`config.mk`:
```
export PLATFORM = sky130hd
export DESIGN_NAME = mem_stage
export DESIGN_NICKNAME = d
export VERILOG_FILES = /design/src/rtl/mem_stage_pkg.sv /design/src/rtl/mem_wb_reg.sv /design/src/rtl/mem_stage.sv
export SDC_FILE = /design/constraint.sdc
export NUM_CORES = 1
export LEC_CHECK = 0
export BUFFER_PORTS_ARGS = -buffer_cell sky130_fd_sc_hd__buf_2
export CAP_MARGIN = 20
export CORE_UTILIZATION = 49
export DETAILED_ROUTE_END_ITERATION = 8
export MAX_ROUTING_LAYER = met4
export PLACE_DENSITY = 0.8
export SLEW_MARGIN = 20
export SYNTH_ARGS = -nofsm -noshare
export SYNTH_HDL_FRONTEND = slang
export SYNTH_SLANG_ARGS = --single-unit
```
`constraint.sdc`:
```
create_clock -name clk -period 2 [get_ports clk]
set_input_delay 0.2 -clock clk [delete_from_list [all_inputs] [get_ports clk]]
set_output_delay 0.2 -clock clk [all_outputs]
set_load 0.005 [all_outputs]
```
`src/rtl/mem_stage_pkg.sv`:
```
// Shared types and constants for the memory-access stage.
// State encoding, default widths and the alignment mask.
package mem_stage_pkg;

  localparam int DEF_DATA_W = 16;
  localparam int DEF_REG_W  = 3;
  localparam int ALIGN_MASK = 1;

  typedef enum logic [1:0] {
    IDLE,
    REQ,
    WAIT,
    HALTED
  } state_t;

endpackage

```
`src/rtl/mem_wb_reg.sv`:
```
// Write-back record register: data, reg, regWrite, halt, valid.
// Ports: clk, rst_n, ld + next record in; registered record out.
module mem_wb_reg
  import mem_stage_pkg::*;
#(
  parameter int DATA_W = DEF_DATA_W,
  parameter int REG_W  = DEF_REG_W
) (
  input  logic              clk,
  input  logic              rst_n,
  input  logic              ld,
  input  logic [DATA_W-1:0] nxtData,
  input  logic [REG_W-1:0]  nxtReg,
  input  logic              nxtRegWrite,
  input  logic              nxtHalt,
  output logic              valid,
  output logic [DATA_W-1:0] data,
  output logic [REG_W-1:0]  dst,
  output logic              regWrite,
  output logic              halt
);

  // valid pulses for the single cycle after a load;
  // the record fields hold until the next load.
  always_ff @(posedge clk or negedge rst_n) begin
    if (!rst_n) begin
      valid    <= 1'b0;
      data     <= '0;
      dst      <= '0;
      regWrite <= 1'b0;
      halt     <= 1'b0;
    end else begin
      valid <= ld;
      if (ld) begin
        data     <= nxtData;
        dst      <= nxtReg;
        regWrite <= nxtRegWrite;
        halt     <= nxtHalt;
      end
    end
  end

endmodule

```
`src/rtl/mem_stage.sv`:
```
// Memory-access stage: handshaked multi-cycle data memory access.
// Ports: ex_* from ALU stage, stall upstream, mem_* bus, wb_* record, err.
module mem_stage
  import mem_stage_pkg::*;
#(
  parameter int DATA_W = DEF_DATA_W,
  parameter int REG_W  = DEF_REG_W
) (
  input  logic              clk,
  input  logic              rst_n,
  input  logic              ex_valid,
  input  logic [DATA_W-1:0] ex_aluRes,
  input  logic [DATA_W-1:0] ex_memAddr,
  input  logic [DATA_W-1:0] ex_wrData,
  input  logic              ex_memRead,
  input  logic              ex_memWrite,
  input  logic              ex_regWrite,
  input  logic [REG_W-1:0]  ex_wrReg,
  input  logic              ex_halt,
  output logic              stall,
  output logic              mem_rd,
  output logic              mem_wr,
  output logic [DATA_W-1:0] mem_addr,
  output logic [DATA_W-1:0] mem_wdata,
  input  logic              mem_stall,
  input  logic              mem_done,
  input  logic [DATA_W-1:0] mem_rdata,
  output logic              wb_valid,
  output logic [DATA_W-1:0] wb_data,
  output logic [REG_W-1:0]  wb_reg,
  output logic              wb_regWrite,
  output logic              wb_halt,
  output logic              err
);

  state_t            state;
  logic [DATA_W-1:0] aluLat;
  logic [REG_W-1:0]  regLat;
  logic              rwLat;
  logic              isLoad;

  logic              isMem;
  logic              misal;
  logic              passIdle;
  logic              misIdle;
  logic              goMem;
  logic              complete;

  logic              wbLd;
  logic [DATA_W-1:0] wbDIn;
  logic [REG_W-1:0]  wbRIn;
  logic              wbRwIn;
  logic              wbHIn;

  assign stall = (state == REQ) || (state == WAIT);

  assign isMem = ex_memRead || ex_memWrite;
  assign misal =
    (ex_memAddr & DATA_W'(ALIGN_MASK)) != '0;

  assign passIdle = (state == IDLE) && ex_valid
                 && !isMem;
  assign misIdle  = (state == IDLE) && ex_valid
                 && isMem && misal;
  assign goMem    = (state == IDLE) && ex_valid
                 && isMem && !misal;

  // Zero-wait completes straight out of REQ.
  assign complete =
    ((state == REQ) && !mem_stall && mem_done)
    || ((state == WAIT) && mem_done);

  always_comb begin
    wbLd   = 1'b0;
    wbDIn  = ex_aluRes;
    wbRIn  = ex_wrReg;
    wbRwIn = ex_regWrite;
    wbHIn  = 1'b0;
    unique case (1'b1)
      passIdle: begin
        wbLd  = 1'b1;
        wbHIn = ex_halt;
      end
      misIdle: begin
        wbLd   = 1'b1;
        wbRwIn = 1'b0;
      end
      complete: begin
        wbLd   = 1'b1;
        wbDIn  = isLoad ? mem_rdata : aluLat;
        wbRIn  = regLat;
        wbRwIn = rwLat;
      end
      default: ;
    endcase
  end

  always_ff @(posedge clk or negedge rst_n) begin
    if (!rst_n) begin
      state     <= IDLE;
      mem_rd    <= 1'b0;
      mem_wr    <= 1'b0;
      mem_addr  <= '0;
      mem_wdata <= '0;
      aluLat    <= '0;
      regLat    <= '0;
      rwLat     <= 1'b0;
      isLoad    <= 1'b0;
      err       <= 1'b0;
    end else begin
      unique case (state)
        IDLE: begin
          if (passIdle && ex_halt) begin
            state <= HALTED;
          end
          if (misIdle) begin
            err <= 1'b1;
          end
          if (goMem) begin
            mem_rd    <= ex_memRead;
            mem_wr    <= ex_memWrite;
            mem_addr  <= ex_memAddr;
            mem_wdata <= ex_wrData;
            aluLat    <= ex_aluRes;
            regLat    <= ex_wrReg;
            rwLat     <= ex_regWrite;
            isLoad    <= ex_memRead;
            state     <= REQ;
          end
        end
        REQ: begin
          if (!mem_stall) begin
            mem_rd <= 1'b0;
            mem_wr <= 1'b0;
            state  <= mem_done ? IDLE : WAIT;
          end
        end
        WAIT: begin
          if (mem_done) begin
            state <= IDLE;
          end
        end
        HALTED: ;
        default: state <= IDLE;
      endcase
    end
  end

  mem_wb_reg #(
    .DATA_W(DATA_W),
    .REG_W (REG_W)
  ) u_wb (
    .clk        (clk),
    .rst_n      (rst_n),
    .ld         (wbLd),
    .nxtData    (wbDIn),
    .nxtReg     (wbRIn),
    .nxtRegWrite(wbRwIn),
    .nxtHalt    (wbHIn),
    .valid      (wb_valid),
    .data       (wb_data),
    .dst        (wb_reg),
    .regWrite   (wb_regWrite),
    .halt       (wb_halt)
  );

endmodule

```
==> results.cfg, run 1 <==
[die]
fp.dieH_um = 85.85
io_pins = 134
core-area_um2 = 6794
start_util_pct = 50.70
die_w_um = 85.85
die_area_um2 = 7369
rows = 30

[clock_tree]
htreeDepth = 3
cts_sinks = 80
path_clk_slew_ps = 80
cts_root_buf = clkbuf_8
cts_repair_resize_count = 0
numCtsBuffers = 9
postCtsSetupRepairBufs = 0
tritoncts = built
max-clock-path-buffers = 2
holdBufCountCts = 1
clkLatencyLatePin_ps = 340

[logic_synthesis]
yosys_warnings = 0
seq_area_frac_synth_pct = 58.12
synth_fp_nets = 362
synth_top_family_by_area = multiplexers
synth_compound_area_share_pct = 10.32
synthSimpleGateAreaFrac_pct = 9.590
synth.avg_cell_area_um2 = 12.21
yosys-top-cells-area = dfrtp_1, mux2_2, nand2_1, a31oi_1, a211oi_1
synthMuxAreaShare_pct = 17.69
synth-xor-area-share_pct = 0
yosysUniqueCellTypes = 29
yosysTopAreaCellShare_pct = 58.12
yosys.area.top_type = dfrtp_1
syn_area_um2 = 3445
synthCells = 282
synth-seq-cells = 80
synth_fa_ha_area_share_pct = 1.453

[flow_run]
drv_cap = 0

[cells_and_area]
stdcell_area_um2 = 4504
n_antenna_cell = 0
syn_to_final_growth_pct = 30.77
layout_common_cells = buf_2, dfrtp_1, nand2_1, mux2_2, a31oi_1
fillCellCount = 502
drive_gt1_share_pct = 48.70
nets = 498
final_common_cell = buf_2
post-route-util_pct = 66.30

[route]
via_per_inst = 5.162
vias = 2679
routed_wl_mm = 7.638
drc = 0
drt_pre_antenna_iters = 4
dr.first_iter.drc_count = 75
antenna_left = 0
wl_per_cell_um = 14.72

[critical_path]
r2r-end = mem_wdata[15]$_DFFE_PN0P_
r2r_slack_ps = 110
critPathLaunch = state[0]$_DFFE_PN0P_
worstPathArrival_ps = 2110
crit_path_top_delay_cell = dfrtp_1
cp.required_ps = 2220
reg2reg_from = state[0]$_DFFE_PN0P_
start_kind = flip-flop
r2r_cells = 6
crit_fanout = 34
crit_end = mem_wdata[15]$_DFFE_PN0P_
critPathMaxStageDelay_ps = 400
cp_cell_sequence = inv_1, ha_1, nand2_1, nor3_4, buf_12, mux2_2
criticalPathCategory = flip-flop to flip-flop
end_kind = flip-flop

[sta]
setup_viol = 0
finalHoldViolCount = 0
grt_setup_unrepaired = false
worst_pin_slew_ps = 981.4
setup-tns-final_ps = 0
clock_skew_ps = 9.234
slew_violations = 0
max-slew-margin-rel_pct = 34.53
fin_crit_sh_pct = 94.53
fmax_mhz = 528.9
setup_slack_ps = 109.3
fin_worst_hold_slack_ps = 81.89
fin_crit_ps = 1891

[grt]
overflow = 0
grt_usage_pct = 23.05
grt_max_degree = 44
grt_pass1_vias = 2762
antenna_found_initial = 0
grt_pass1_wl_mm = 12.68

[power_and_ir_drop]
p_leak_nw = 2.178
ir_drop_uv = 886.2
p_per_area_nw_per_um2 = 1465

[placed_design]
gp_congestion = 0.7593
dp_hpwl_mm = 5.389
dpl_cell_area_um2 = 4278
place_ws_ps = 128.9
io_buffers = 133

[min_path]
hold_class = primary input to flip-flop

[status]
status = completed
-- cell usage after synthesis, drive strengths merged --
master / number
nand2: 44
o2111ai: 1
or3b: 1
o21bai: 1
a211o: 1
o21ba: 1
nand3: 2
o21ai: 4
mux2: 52
nor2: 4
clkbuf: 8
nand2b: 1
inv: 6
o22ai: 3
a22oi: 2
nor3: 1
buf: 8
o2bb2ai: 2
dfrtp: 80
a31oi: 20
a211oi: 16
nor2b: 18
ha: 4
mux2i: 2
-- per-stage QoR --
step / std cells / power, W
2_1_floorplan: 282 / 0.004292
3_3_place_gp: 502 / 0.005255
3_5_place_dp: 502 / 0.005393
4_1_cts: 519 / 0.006674
5_1_grt: 519 / 0.007072
6_report: 519 / 0.006600
-- cells by family (layout without fill, tap and decap cells) --
group                      after synthesis  count (layout)
AOI/OAI and AO/OA                       51              51
muxes                                   54              54
and+or+nand+nor                         71              71
adders and majority gates                4               4
DFF                                     80              80
buffers and inverters                   22             163
-- layer usage --
| metal | vias up | global-route usage [%] | wire (um) |
|---|---|---|---|
| met5 | - | - | 0 |
| li1 | 1276 | - | - |
| met4 | 0 | 7.121 | 59 |
| met3 | 6 | 6.064 | 485 |
| met1 | 1292 | 28.40 | 3363 |
| met2 | 105 | 37.45 | 3729 |
-- critical path, delay by kind of cell, from the launching register on --
kind          cells  cell delay (ps)
fa+ha+maj         1              230
buf+inv           2              350
flops             1              400
mux               1              360
simple gates      2              410
-- power breakdown --
part / switching, W / leakage, nW / total (W) / internal [W]
Combinational: 0.00113 / 1.10 / 0.00250 / 0.00137
Clock: 0.000573 / 0.109 / 0.00125 / 0.000679
Sequential: 0.000428 / 0.966 / 0.00285 / 0.00242
Total: 0.00213 / 2.18 / 0.00660 / 0.00447
-- worst min path at each step --
stage                        startpoint                  endpoint  depth (start not counted)
after global placement            rst_n  mem_wdata[2]$_DFFE_PN0P_                          1
final                     ex_memAddr[1]   mem_addr[1]$_DFFE_PN0P_                          2
after detailed placement          rst_n  mem_wdata[2]$_DFFE_PN0P_                          1
after global routing      ex_memAddr[1]   mem_addr[1]$_DFFE_PN0P_                          2
after CTS                  ex_wrData[2]  mem_wdata[2]$_DFFE_PN0P_                          2
after floorplan                   rst_n     aluLat[0]$_DFFE_PN0P_                          0
-- sequential cells by signal (all words and copies together), names as in the netlist, 2 cells and up --
| name | count |
|---|---|
| aluLat | 16 |
| mem_addr | 16 |
| mem_wdata | 16 |
| regLat | 3 |
| state | 2 |
| u_wb.data | 16 |
| u_wb.dst | 3 |
-- cell type report --
class | instances | area [um2] | share of cell area (%)
Multi-Input combinational cell | 180 | 1363 | 30.25
Inverter | 6 | 22.52 | 0.5000
Tap cell | 96 | 120.1 | 2.667
Timing Repair Buffer | 141 | 780.7 | 17.33
Sequential cell | 80 | 2002 | 44.44
Clock inverter | 4 | 51.30 | 1.139
Clock buffer | 12 | 165.2 | 3.667
No activity file was read; power rests on OpenSTA's default activity.
==> inputs of run 2 (changes only) <==
- CELL_PAD_IN_SITES_DETAIL_PLACEMENT: not set -> 1
- CELL_PAD_IN_SITES_GLOBAL_PLACEMENT: not set -> 2
- CORE_UTILIZATION: 49 -> 30
- PLACE_DENSITY: 0.8 -> not set
- PLACE_DENSITY_LB_ADDON: not set -> 0.1
==> results.cfg, run 2 (synthesized netlist as in run 1, its figures left out) <==
[status]
status = completed

[critical_path]
critPathMaxStageDelay_ps = 400
crit_cells = 6
start_kind = flip-flop
critPathLaunch = state[0]$_DFFE_PN0P_
path_buf_inv = 2
reg2reg_from = state[0]$_DFFE_PN0P_
criticalPathCategory = flip-flop to flip-flop
path_delay_family = flip-flops
cp_cell_sequence = inv_1, ha_2, nand2_1, nor3_4, buf_12, mux2_2
crit_fanout = 39
r2r_cells = 6
worstPathArrival_ps = 2090
crit_path_top_delay_cell = dfrtp_1
end_kind = flip-flop
cp.required_ps = 2220

[route]
drc = 0
via_per_inst = 4.796
vias = 2710
routed_wl_mm = 8.984
antenna_left = 0
drt_pre_antenna_iters = 3
wl_per_cell_um = 15.90
dr.first_iter.drc_count = 59

[cells_and_area]
stdcell_area_um2 = 4627
drive_gt1_share_pct = 48.35
nets = 499
fillCellCount = 1228
final_common_cell = buf_2
layout_common_cells = buf_2, dfrtp_1, nand2_1, mux2_2, a31oi_1
syn_to_final_growth_pct = 34.33

[placed_design]
gp_congestion = 0.6877
dpl_cell_area_um2 = 4340
dp_hpwl_mm = 6.286
io_buffers = 133
place_ws_ps = 85.36

[grt]
grt_max_degree = 42
antenna_found_initial = 1
overflow = 0
grt_pass1_vias = 2936
grt_pass1_wl_mm = 14.68
grt_usage_pct = 17.10

[clock_tree]
clkLatencyLatePin_ps = 340
cts_root_buf = clkbuf_16
postCtsSetupRepairBufs = 0
htreeDepth = 3
numCtsBuffers = 9
cts_sinks = 80
tritoncts = built
path_clk_slew_ps = 60
max-clock-path-buffers = 2

[sta]
fin_worst_hold_slack_ps = 83.99
slew_violations = 0
fin_crit_ps = 1867
fin_crit_sh_pct = 93.35
max-slew-margin-rel_pct = 34.99
clock_skew_ps = 5.087
fmax_mhz = 535.6
worst_pin_slew_ps = 974.5
finalHoldViolCount = 0
setup_slack_ps = 132.9
setup_viol = 0
setup-tns-final_ps = 0
grt_setup_unrepaired = false

[die]
die_w_um = 109.2
io_pins = 134
core-area_um2 = 11030
rows = 38
fp.dieH_um = 109.2
die_area_um2 = 11910
start_util_pct = 31.23

[min_path]
hold_class = primary input to flip-flop
min_from = ex_memAddr[1]
whs_path_depth = 2

[power_and_ir_drop]
p_leak_nw = 2.208
p_per_area_nw_per_um2 = 1492
ir_drop_uv = 687.8

[flow_run]
drv_cap = 0
run 2: power breakdown:
group          switching, W  leakage [nW]  internal [W]  total (W)
sequential         0.000409         0.966       0.00243    0.00283
clock              0.000640         0.130      0.000872    0.00151
combinational       0.00116          1.11       0.00140    0.00256
total               0.00221          2.21       0.00469    0.00690
run 2: layout make-up:
cell class                      count  area [um2]  area share, %
Antenna cell                        1       2.502        0.05408
Clock buffer                       13       250.2          5.408
Sequential cell                    80        2002          43.27
Inverter                            6       22.52         0.4867
Tap cell                          140       175.2          3.786
Multi-Input combinational cell    180        1365          29.50
Timing Repair Buffer              142       792.0          17.12
Clock inverter                      3       17.52         0.3786
run 2: timing repair:
item,in CTS,in global routing
hold buffers,1,0
endpoints found under the setup margin,0,15
resized for setup,0,2
hold endpoints to repair,38,0
run 2: final timing paths:
kind	to	slack, ps
max	mem_wdata[2]$_DFFE_PN0P_	130
min	mem_addr[1]$_DFFE_PN0P_	80
max reg2reg	mem_wdata[2]$_DFFE_PN0P_	130
min reg2reg	err$_DFFE_PN0P_	460
max in group asynchronous	u_wb.data[14]$_DFFE_PN0P_	1020
min in group asynchronous	u_wb.halt$_DFFE_PN0P_	390
run 2: routing by layer:
metal  track usage, %  share of wire, %
met2            25.70                47
met1            20.88                44
met5                -                 0
met4            8.108               2.0
met3            5.260               6.9
run 2: per-stage QoR:
| step | cells | util, % | power (W) |
|---|---|---|---|
| floorplan | 282 | - | 0.004292 |
| global placement | 547 | 39.35 | 0.005384 |
| detailed placement | 547 | 39.35 | 0.005466 |
| CTS | 564 | 41.87 | 0.007039 |
| global route | 565 | 41.95 | 0.007474 |
| finish | 565 | 41.95 | 0.006901 |
